--- config.mk ---
export PLATFORM = sky130hd
export DESIGN_NAME = can_tx_sequencer
export DESIGN_NICKNAME = d
export VERILOG_FILES = /design/src/rtl/can_tx_sequencer.sv
export SDC_FILE = /design/constraint.sdc
export NUM_CORES = 1
export LEC_CHECK = 0
export BUFFER_PORTS_ARGS = -buffer_cell sky130_fd_sc_hd__buf_2
export CAP_MARGIN = 20
export CORE_UTILIZATION = 55
export CTS_BUF_LIST = sky130_fd_sc_hd__clkbuf_16
export DETAILED_ROUTE_END_ITERATION = 6
export GPL_TIMING_DRIVEN = 0
export PLACE_DENSITY = 0.91
export SLEW_MARGIN = 20
export SYNTH_ARGS = -nofsm -noshare
export SYNTH_HDL_FRONTEND = slang
export SYNTH_SLANG_ARGS = --single-unit
--- constraint.sdc ---
create_clock -name av_clk -period 3.1 [get_ports av_clk]
set_input_delay 0.62 -clock av_clk [delete_from_list [all_inputs] [get_ports av_clk]]
set_output_delay 0.62 -clock av_clk [all_outputs]
set_load 0.05 [all_outputs]
--- src/rtl/can_tx_sequencer.sv ---
// can_tx_sequencer
//   Avalon-MM master that sends one standard CAN frame through the BasicCAN
//   register port: polls the status register for TBS, loads the TX
//   buffer (ID1, ID2, data bytes), issues the transmission request and polls
//   for TCS. Completion is reported with one-cycle tx_done / tx_err pulses.
//
// Ports
//   av_clk, av_reset        clock, synchronous active-high reset
//   tx_req                  frame request, sampled only while idle
//   tx_id/tx_rtr/tx_dlc     frame header (11-bit ID, remote flag, length)
//   tx_data                 data bytes, byte0 = tx_data[7:0]
//   tx_busy                 sequence in progress
//   tx_done / tx_err        one-cycle completion pulses
//   err_code                1=TBS timeout, 2=TCS timeout, 3=bus timeout/abort
//   m_*                     Avalon-MM master (registered strobes)
//   tx_abort                only when CAN_TX_ABORT_EN is defined
//
// Optional feature macro: CAN_TX_ABORT_EN (abort request during polling).
module can_tx_sequencer #(
  parameter int unsigned POLL_LIMIT  = 1024,
  parameter int unsigned ACK_TIMEOUT = 64
) (
  input  logic        av_clk,
  input  logic        av_reset,
  input  logic        tx_req,
  input  logic [10:0] tx_id,
  input  logic        tx_rtr,
  input  logic [3:0]  tx_dlc,
  input  logic [63:0] tx_data,
`ifdef CAN_TX_ABORT_EN
  input  logic        tx_abort,
`endif
  output logic        tx_busy,
  output logic        tx_done,
  output logic        tx_err,
  output logic [1:0]  err_code,
  output logic [7:0]  m_address,
  output logic        m_chipselect,
  output logic        m_read,
  output logic        m_write,
  output logic [7:0]  m_writedata,
  input  logic [7:0]  m_readdata,
  input  logic        m_waitrequest_n
);

  localparam int unsigned POLL_W = (POLL_LIMIT > 1) ? $clog2(POLL_LIMIT) : 1;
  localparam int unsigned WAIT_W = (ACK_TIMEOUT > 1) ? $clog2(ACK_TIMEOUT) : 1;
  localparam logic [POLL_W-1:0] POLL_LAST = POLL_W'(POLL_LIMIT - 1);
  localparam logic [WAIT_W-1:0] WAIT_LAST = WAIT_W'(ACK_TIMEOUT - 1);

  typedef enum logic [3:0] {
    S_IDLE,
    S_POLL_TBS,
    S_WR_ID1,
    S_WR_ID2,
    S_WR_DATA,
    S_WR_CMD,
    S_POLL_TCS,
    S_WR_ABORT,
    S_DONE,
    S_ERR
  } state_e;

  // Every bus-using state walks the same three phases: issue the registered
  // strobe, hold it until ack, then spend the idle gap cycle deciding the
  // next state from the captured read data.
  typedef enum logic [1:0] {
    BUS_IDLE,
    BUS_BUSY,
    BUS_ACKED
  } bus_e;

  state_e            state_q, state_d;
  bus_e              bus_q, bus_d;
  logic [10:0]       id_q, id_d;
  logic              rtr_q, rtr_d;
  logic [3:0]        dlc_q, dlc_d;
  logic [63:0]       data_q, data_d;
  logic [3:0]        nbytes_q, nbytes_d;
  logic [2:0]        idx_q, idx_d;
  logic [POLL_W-1:0] poll_cnt_q, poll_cnt_d;
  logic [WAIT_W-1:0] wait_cnt_q, wait_cnt_d;
  logic [1:0]        status_q, status_d;   // {TCS, TBS} from last read
  logic [1:0]        err_code_q, err_code_d;
  logic [7:0]        m_address_q, m_address_d;
  logic [7:0]        m_writedata_q, m_writedata_d;
  logic              m_read_q, m_read_d;
  logic              m_write_q, m_write_d;
`ifdef CAN_TX_ABORT_EN
  logic              abort_pend_q, abort_pend_d;
`endif

  logic              acc_wr;
  logic [7:0]        acc_addr;
  logic [7:0]        acc_data;

  // Only the TBS and TCS status bits matter to the sequence.
  logic rd_unused;
  assign rd_unused = ^{m_readdata[7:4], m_readdata[1:0]};

  always_comb begin
    state_d       = state_q;
    bus_d         = bus_q;
    id_d          = id_q;
    rtr_d         = rtr_q;
    dlc_d         = dlc_q;
    data_d        = data_q;
    nbytes_d      = nbytes_q;
    idx_d         = idx_q;
    poll_cnt_d    = poll_cnt_q;
    wait_cnt_d    = wait_cnt_q;
    status_d      = status_q;
    err_code_d    = err_code_q;
    m_address_d   = m_address_q;
    m_writedata_d = m_writedata_q;
    m_read_d      = m_read_q;
    m_write_d     = m_write_q;
`ifdef CAN_TX_ABORT_EN
    abort_pend_d  = abort_pend_q;
`endif

    acc_wr   = 1'b0;
    acc_addr = '0;
    acc_data = '0;
    case (state_q)
      S_POLL_TBS, S_POLL_TCS: begin
        acc_addr = 8'd2;
      end
      S_WR_ID1: begin
        acc_wr   = 1'b1;
        acc_addr = 8'd10;
        acc_data = id_q[10:3];
      end
      S_WR_ID2: begin
        acc_wr   = 1'b1;
        acc_addr = 8'd11;
        acc_data = {id_q[2:0], rtr_q, dlc_q};
      end
      S_WR_DATA: begin
        acc_wr   = 1'b1;
        acc_addr = 8'd12 + {5'd0, idx_q};
        acc_data = data_q[{idx_q, 3'b000} +: 8];
      end
      S_WR_CMD: begin
        acc_wr   = 1'b1;
        acc_addr = 8'd1;
        acc_data = 8'h01;
      end
      S_WR_ABORT: begin
        acc_wr   = 1'b1;
        acc_addr = 8'd1;
        acc_data = 8'h02;
      end
      default: ;
    endcase

    case (state_q)
      S_IDLE: begin
        if (tx_req) begin
          id_d       = tx_id;
          rtr_d      = tx_rtr;
          dlc_d      = tx_dlc;
          data_d     = tx_data;
          nbytes_d   = tx_rtr ? 4'd0 : ((tx_dlc > 4'd8) ? 4'd8 : tx_dlc);
          poll_cnt_d = '0;
          bus_d      = BUS_IDLE;
          state_d    = S_POLL_TBS;
        end
      end
      S_DONE, S_ERR: begin
        state_d = S_IDLE;
      end
      default: begin
        case (bus_q)
          BUS_IDLE: begin
            m_read_d      = ~acc_wr;
            m_write_d     = acc_wr;
            m_address_d   = acc_addr;
            m_writedata_d = acc_data;
            wait_cnt_d    = '0;
            bus_d         = BUS_BUSY;
          end
          BUS_BUSY: begin
            if (m_waitrequest_n) begin
              m_read_d  = 1'b0;
              m_write_d = 1'b0;
              status_d  = {m_readdata[3], m_readdata[2]};
              bus_d     = BUS_ACKED;
            end else if (wait_cnt_q == WAIT_LAST) begin
              m_read_d   = 1'b0;
              m_write_d  = 1'b0;
              bus_d      = BUS_IDLE;
              state_d    = S_ERR;
              err_code_d = 2'd3;
            end else begin
              wait_cnt_d = wait_cnt_q + 1'b1;
            end
          end
          default: begin
            bus_d = BUS_IDLE;
            case (state_q)
              S_POLL_TBS: begin
                if (status_q[0]) begin
                  state_d = S_WR_ID1;
                end else if (poll_cnt_q == POLL_LAST) begin
                  state_d    = S_ERR;
                  err_code_d = 2'd1;
                end else begin
                  poll_cnt_d = poll_cnt_q + 1'b1;
                end
              end
              S_WR_ID1: state_d = S_WR_ID2;
              S_WR_ID2: begin
                idx_d   = '0;
                state_d = (nbytes_q == 4'd0) ? S_WR_CMD : S_WR_DATA;
              end
              S_WR_DATA: begin
                if (({1'b0, idx_q} + 4'd1) == nbytes_q) begin
                  state_d = S_WR_CMD;
                end else begin
                  idx_d = idx_q + 1'b1;
                end
              end
              S_WR_CMD: begin
                poll_cnt_d = '0;
                state_d    = S_POLL_TCS;
              end
              S_POLL_TCS: begin
                if (status_q[1]) begin
                  state_d = S_DONE;
                end else if (poll_cnt_q == POLL_LAST) begin
                  state_d    = S_ERR;
                  err_code_d = 2'd2;
                end else begin
                  poll_cnt_d = poll_cnt_q + 1'b1;
                end
              end
              S_WR_ABORT: begin
                state_d    = S_ERR;
                err_code_d = 2'd3;
              end
              default: ;
            endcase
          end
        endcase
      end
    endcase

`ifdef CAN_TX_ABORT_EN
    // An abort seen mid-access is remembered and acted on once the access
    // has completed; with no access outstanding it takes over immediately,
    // cancelling whatever the poll state would otherwise have done.
    if (state_q == S_POLL_TBS || state_q == S_POLL_TCS) begin
      if (bus_q == BUS_BUSY) begin
        if (tx_abort) begin
          abort_pend_d = 1'b1;
        end
      end else if (tx_abort || abort_pend_q) begin
        state_d       = S_WR_ABORT;
        bus_d         = BUS_IDLE;
        abort_pend_d  = 1'b0;
        m_read_d      = 1'b0;
        m_write_d     = 1'b0;
        m_address_d   = m_address_q;
        m_writedata_d = m_writedata_q;
        poll_cnt_d    = poll_cnt_q;
        err_code_d    = err_code_q;
      end
    end
    if (state_q == S_IDLE) begin
      abort_pend_d = 1'b0;
    end
`endif
  end

  always_ff @(posedge av_clk) begin
    if (av_reset) begin
      state_q       <= S_IDLE;
      bus_q         <= BUS_IDLE;
      id_q          <= '0;
      rtr_q         <= 1'b0;
      dlc_q         <= '0;
      data_q        <= '0;
      nbytes_q      <= '0;
      idx_q         <= '0;
      poll_cnt_q    <= '0;
      wait_cnt_q    <= '0;
      status_q      <= '0;
      err_code_q    <= '0;
      m_address_q   <= '0;
      m_writedata_q <= '0;
      m_read_q      <= 1'b0;
      m_write_q     <= 1'b0;
`ifdef CAN_TX_ABORT_EN
      abort_pend_q  <= 1'b0;
`endif
    end else begin
      state_q       <= state_d;
      bus_q         <= bus_d;
      id_q          <= id_d;
      rtr_q         <= rtr_d;
      dlc_q         <= dlc_d;
      data_q        <= data_d;
      nbytes_q      <= nbytes_d;
      idx_q         <= idx_d;
      poll_cnt_q    <= poll_cnt_d;
      wait_cnt_q    <= wait_cnt_d;
      status_q      <= status_d;
      err_code_q    <= err_code_d;
      m_address_q   <= m_address_d;
      m_writedata_q <= m_writedata_d;
      m_read_q      <= m_read_d;
      m_write_q     <= m_write_d;
`ifdef CAN_TX_ABORT_EN
      abort_pend_q  <= abort_pend_d;
`endif
    end
  end

  assign tx_busy      = (state_q != S_IDLE);
  assign tx_done      = (state_q == S_DONE);
  assign tx_err       = (state_q == S_ERR);
  assign err_code     = err_code_q;
  assign m_address    = m_address_q;
  assign m_writedata  = m_writedata_q;
  assign m_read       = m_read_q;
  assign m_write      = m_write_q;
  assign m_chipselect = m_read_q | m_write_q;

endmodule

==> load_flow_metrics.sql <==
INSERT INTO impl_metrics (metric_group, metric, value, unit) VALUES
('run_status', 'status', 'finished, final reports clean', ''),
('grt', 'grt-ovfl-total', '0', ''),
('clock_tree', 'cts_resized', '0', ''),
('final_layout', 'post_route_cells_drive_above_1_share', '20.87', '%'),
('routing', 'post-route-drc-count', '0', ''),
('sta', 'grt_setup_unrepaired', 'no', ''),
('clock_tree', 'clkSlewWorstSetupHoldPaths', '60', 'ps'),
('pwr', 'p_int', '3556', 'uW'),
('sta', 'slew_violations', '0', ''),
('setup_path', 'worst-r2r-cell-count', '6', ''),
('setup_path', 'critical_path.reg2reg.endpoint', 'data_q[62]', ''),
('synth', 'synth_largest_area_cell', 'sky130_fd_sc_hd__dfxtp_1', ''),
('placed_design', 'hpwl', '12140', 'um'),
('synth', 'seq_total_area_yosys', '42.20', '%'),
('clock_tree', 'post-cts-setup-buffer-count', '0', ''),
('placed_design', 'placed_cells', '976', ''),
('die', 'die_area', '0.01146', 'sq mm'),
('synth', 'syn_inst', '733', ''),
('synth', 'synth-edff-count', '0', ''),
('final_layout', 'layout.cells.non_filler', '1008', ''),
('pwr', 'ir_drop', '437.5', 'uV'),
('min_path', 'timing.hold.worst.start', 'tx_data[58]', ''),
('sta', 'relSlewSlack', '45.10', '%'),
('routing', 'dr.pass1.iters', '5', ''),
('routing', 'postRouteAntennaNets', '0', ''),
('clock_tree', 'cts_root_buffer', 'sky130_fd_sc_hd__clkbuf_16', ''),
('synth', 'synth_compound_gate_area_share', '19.72', '%'),
('clock_tree', 'clock-sinks', '128', ''),
('sta', 'worst_pin_slew', '819.1', 'ps'),
('synth', 'ys_dominant_reg_cell', 'sky130_fd_sc_hd__dfxtp_1', ''),
('synth', 'post_synth_xor_area_fraction', '1.257', '%'),
('sta', 'period_needed', '2842', 'ps'),
('die', 'core-area', '0.01051', 'sq mm'),
('synth', 'yosys.cell_types.count', '71', ''),
('placed_design', 'place_area', '0.006775', 'sq mm'),
('synth', 'synthSimpleGateAreaFrac', '22.15', '%'),
('clock_tree', 'cts-hold-fix-buffers', '0', ''),
('die', 'die_w', '107.1', 'um'),
('min_path', 'hold_path.class', 'in2reg', ''),
('synth', 'yosysWarnings', '0', ''),
('pwr', 'pwr-share-seq', '35.1', '%'),
('setup_path', 'endpoint_kind', 'output port', ''),
('die', 'ioPinCount', '116', ''),
('routing', 'wirelength', '17700', 'um'),
('pwr', 'cellLeakagePower', '0.002843', 'uW'),
('setup_path', 'class_of_the_most_critical_setup_path', 'reg2out', ''),
('final_layout', 'fill_cells', '786', ''),
('setup_path', 'required_time_of_the_critical_path', '2480', 'ps'),
('min_path', 'worst_hold_path.num_cells', '3', ''),
('setup_path', 'critical_register_to_register_path_startpoint', 'state_q[2]', ''),
('clock_tree', 'clock_latency_at_the_later_pin_of_the_worst_skew_pair', '420', 'ps'),
('synth', 'postSynthAreaPerCell', '8.284', 'sq um'),
('clock_tree', 'cts_max_level', '4', ''),
('pwr', 'cellPowerDensity', '753.3', 'mW/mm^2'),
('routing', 'vias', '6112', ''),
('final_layout', 'post-route-cell-area', '0.007361', 'sq mm'),
('synth', 'largest_family_of_logic_cells_by_synthesized_area', 'simple AND/OR/NAND/NOR gates', ''),
('routing', 'vias_per_cell', '6.063', ''),
('die', 'std_cell_rows', '37', ''),
('grt', 'groute.usage.overall', '31.93', '%'),
('setup_path', 'critical_path.max_fanout', '10', ''),
('setup_path', 'reg2reg_slack', '600', 'ps'),
('clock_tree', 'cts-root-to-sink-buffers', '2', ''),
('routing', 'routed_wire_length_per_instance', '17.55', 'um'),
('synth', 'synth.mux.area_fraction', '9.252', '%'),
('final_layout', 'mostFrequentLayoutCells', '188 x sky130_fd_sc_hd__nand2_1, 128 x sky130_fd_sc_hd__dfxtp_1, 115 x sky130_fd_sc_hd__a21oi_1', ''),
('clock_tree', 'tritoncts_clock_tree', 'yes', ''),
('synth', 'adder_and_majority_cell_fraction_of_the_synthesized_area', '0.6182', '%'),
('grt', 'grt_pass1_vias', '5691', ''),
('min_path', 'worst_hold_path.endpoint', 'data_q[58]', ''),
('final_layout', 'finish.net_count', '954', '');
==> worst max-delay path, stage by stage (launching register included) <==
cell	delay [ps]
sky130_fd_sc_hd__dfxtp_1	440
sky130_fd_sc_hd__buf_6	170
sky130_fd_sc_hd__buf_2	220
sky130_fd_sc_hd__buf_1	580
sky130_fd_sc_hd__nor3_1	140
sky130_fd_sc_hd__buf_2	250
==> synth_stat cells (all sizes together), types with 3 or more instances <==
| cell | instances |
|---|---|
| o2111ai | 3 |
| a22o | 8 |
| o21ai | 15 |
| dfxtp | 128 |
| nor3 | 10 |
| and3 | 5 |
| inv | 8 |
| or2 | 3 |
| a21oi | 116 |
| nor2 | 32 |
| or3 | 6 |
| xor2 | 5 |
| mux2i | 19 |
| clkbuf | 34 |
| and2 | 4 |
| o22ai | 9 |
| nor4 | 4 |
| nand2 | 188 |
| mux4 | 16 |
| nand2b | 8 |
| or4 | 10 |
| nor2b | 4 |
| o31ai | 11 |
| nand3 | 13 |
| buf | 22 |
| a22oi | 3 |
| ha | 3 |
| o211ai | 4 |
==> worst max-delay path by stage <==
stage / cells after the start / startpoint / slack, ps / endpoint
floorplan: 4 / state_q[0] / 490 / tx_done
global placement: 6 / idx_q[0] / 750 / m_writedata[4]
detailed placement: 6 / state_q[2] / 700 / data_q[60]
CTS: 5 / state_q[0] / 340 / tx_done
global route: 5 / state_q[0] / 220 / tx_done
finish: 5 / state_q[0] / 260 / tx_done
==> state kept, by name (all words and copies together), names as in the netlist <==
register / flops
rtr_q: 1
err_code: 2
dlc_q: 4
data_q: 64
m_writedata: 8
poll_cnt_q: 10
status_q: 2
nbytes_q: 4
m_write: 1
id_q: 11
state_q: 4
idx_q: 3
m_read: 1
wait_cnt_q: 6
m_address: 5
bus_q: 2
==> stage by stage <==
stage	hold WS, ps	setup slack [ps]	util [%]	total power [uW]
after detailed placement	444.2	703.9	64.47	3513
after global routing	429.7	218.0	70.04	5791
after floorplan	432.9	485.9	-	3082
final	431.2	257.7	70.04	5545
after CTS	429.7	337.4	70.04	5496
after global placement	438.2	747.4	64.47	3481
==> kinds of logic (layout without fill, tap and decap cells) <==
| kind of cell | count (synthesis) | in the layout |
|---|---|---|
| adders and majority gates | 3 | 3 |
| buffers and inverters | 66 | 203 |
| and+or+nand+nor | 298 | 298 |
| AOI/OAI and AO/OA | 194 | 194 |
| xor gates and xnor gates | 7 | 7 |
| other | 1 | 3 |
| DFF | 128 | 128 |
| muxes | 36 | 36 |
==> cell type report <==
cell class / count / area [sq um] / share of cell area (%)
well taps: 136 / 170.2 / 2.312
multi-input cells: 541 / 3229 / 43.87
repair buffers: 105 / 525.5 / 7.139
flip-flops and latches: 128 / 2562 / 34.81
clock inverters: 15 / 160.2 / 2.176
plain buffers: 56 / 250.2 / 3.400
clock buffers: 17 / 425.4 / 5.779
inverters: 10 / 37.54 / 0.5099
==> layer usage <==
| layer | track usage (%) | share of wire, % | vias to the layer above |
|---|---|---|---|
| met1 | 39.21 | 39 | 2821 |
| met4 | 18.69 | 5.3 | 0 |
| li1 | - | - | 2833 |
| met3 | 8.085 | 9.6 | 81 |
| met2 | 50.65 | 46 | 377 |
| met5 | 0 | 0 | - |
==> power groups by stage <==
stage	logic (uW)	clock network [uW]	registers, uW
finish	1600	2000	1950
global route	1750	2080	1960
CTS	1560	1990	1940
detailed placement	1540	0	1970
global placement	1520	0	1960
floorplan	1120	0	1970
Power figures use the tool's default switching activity.
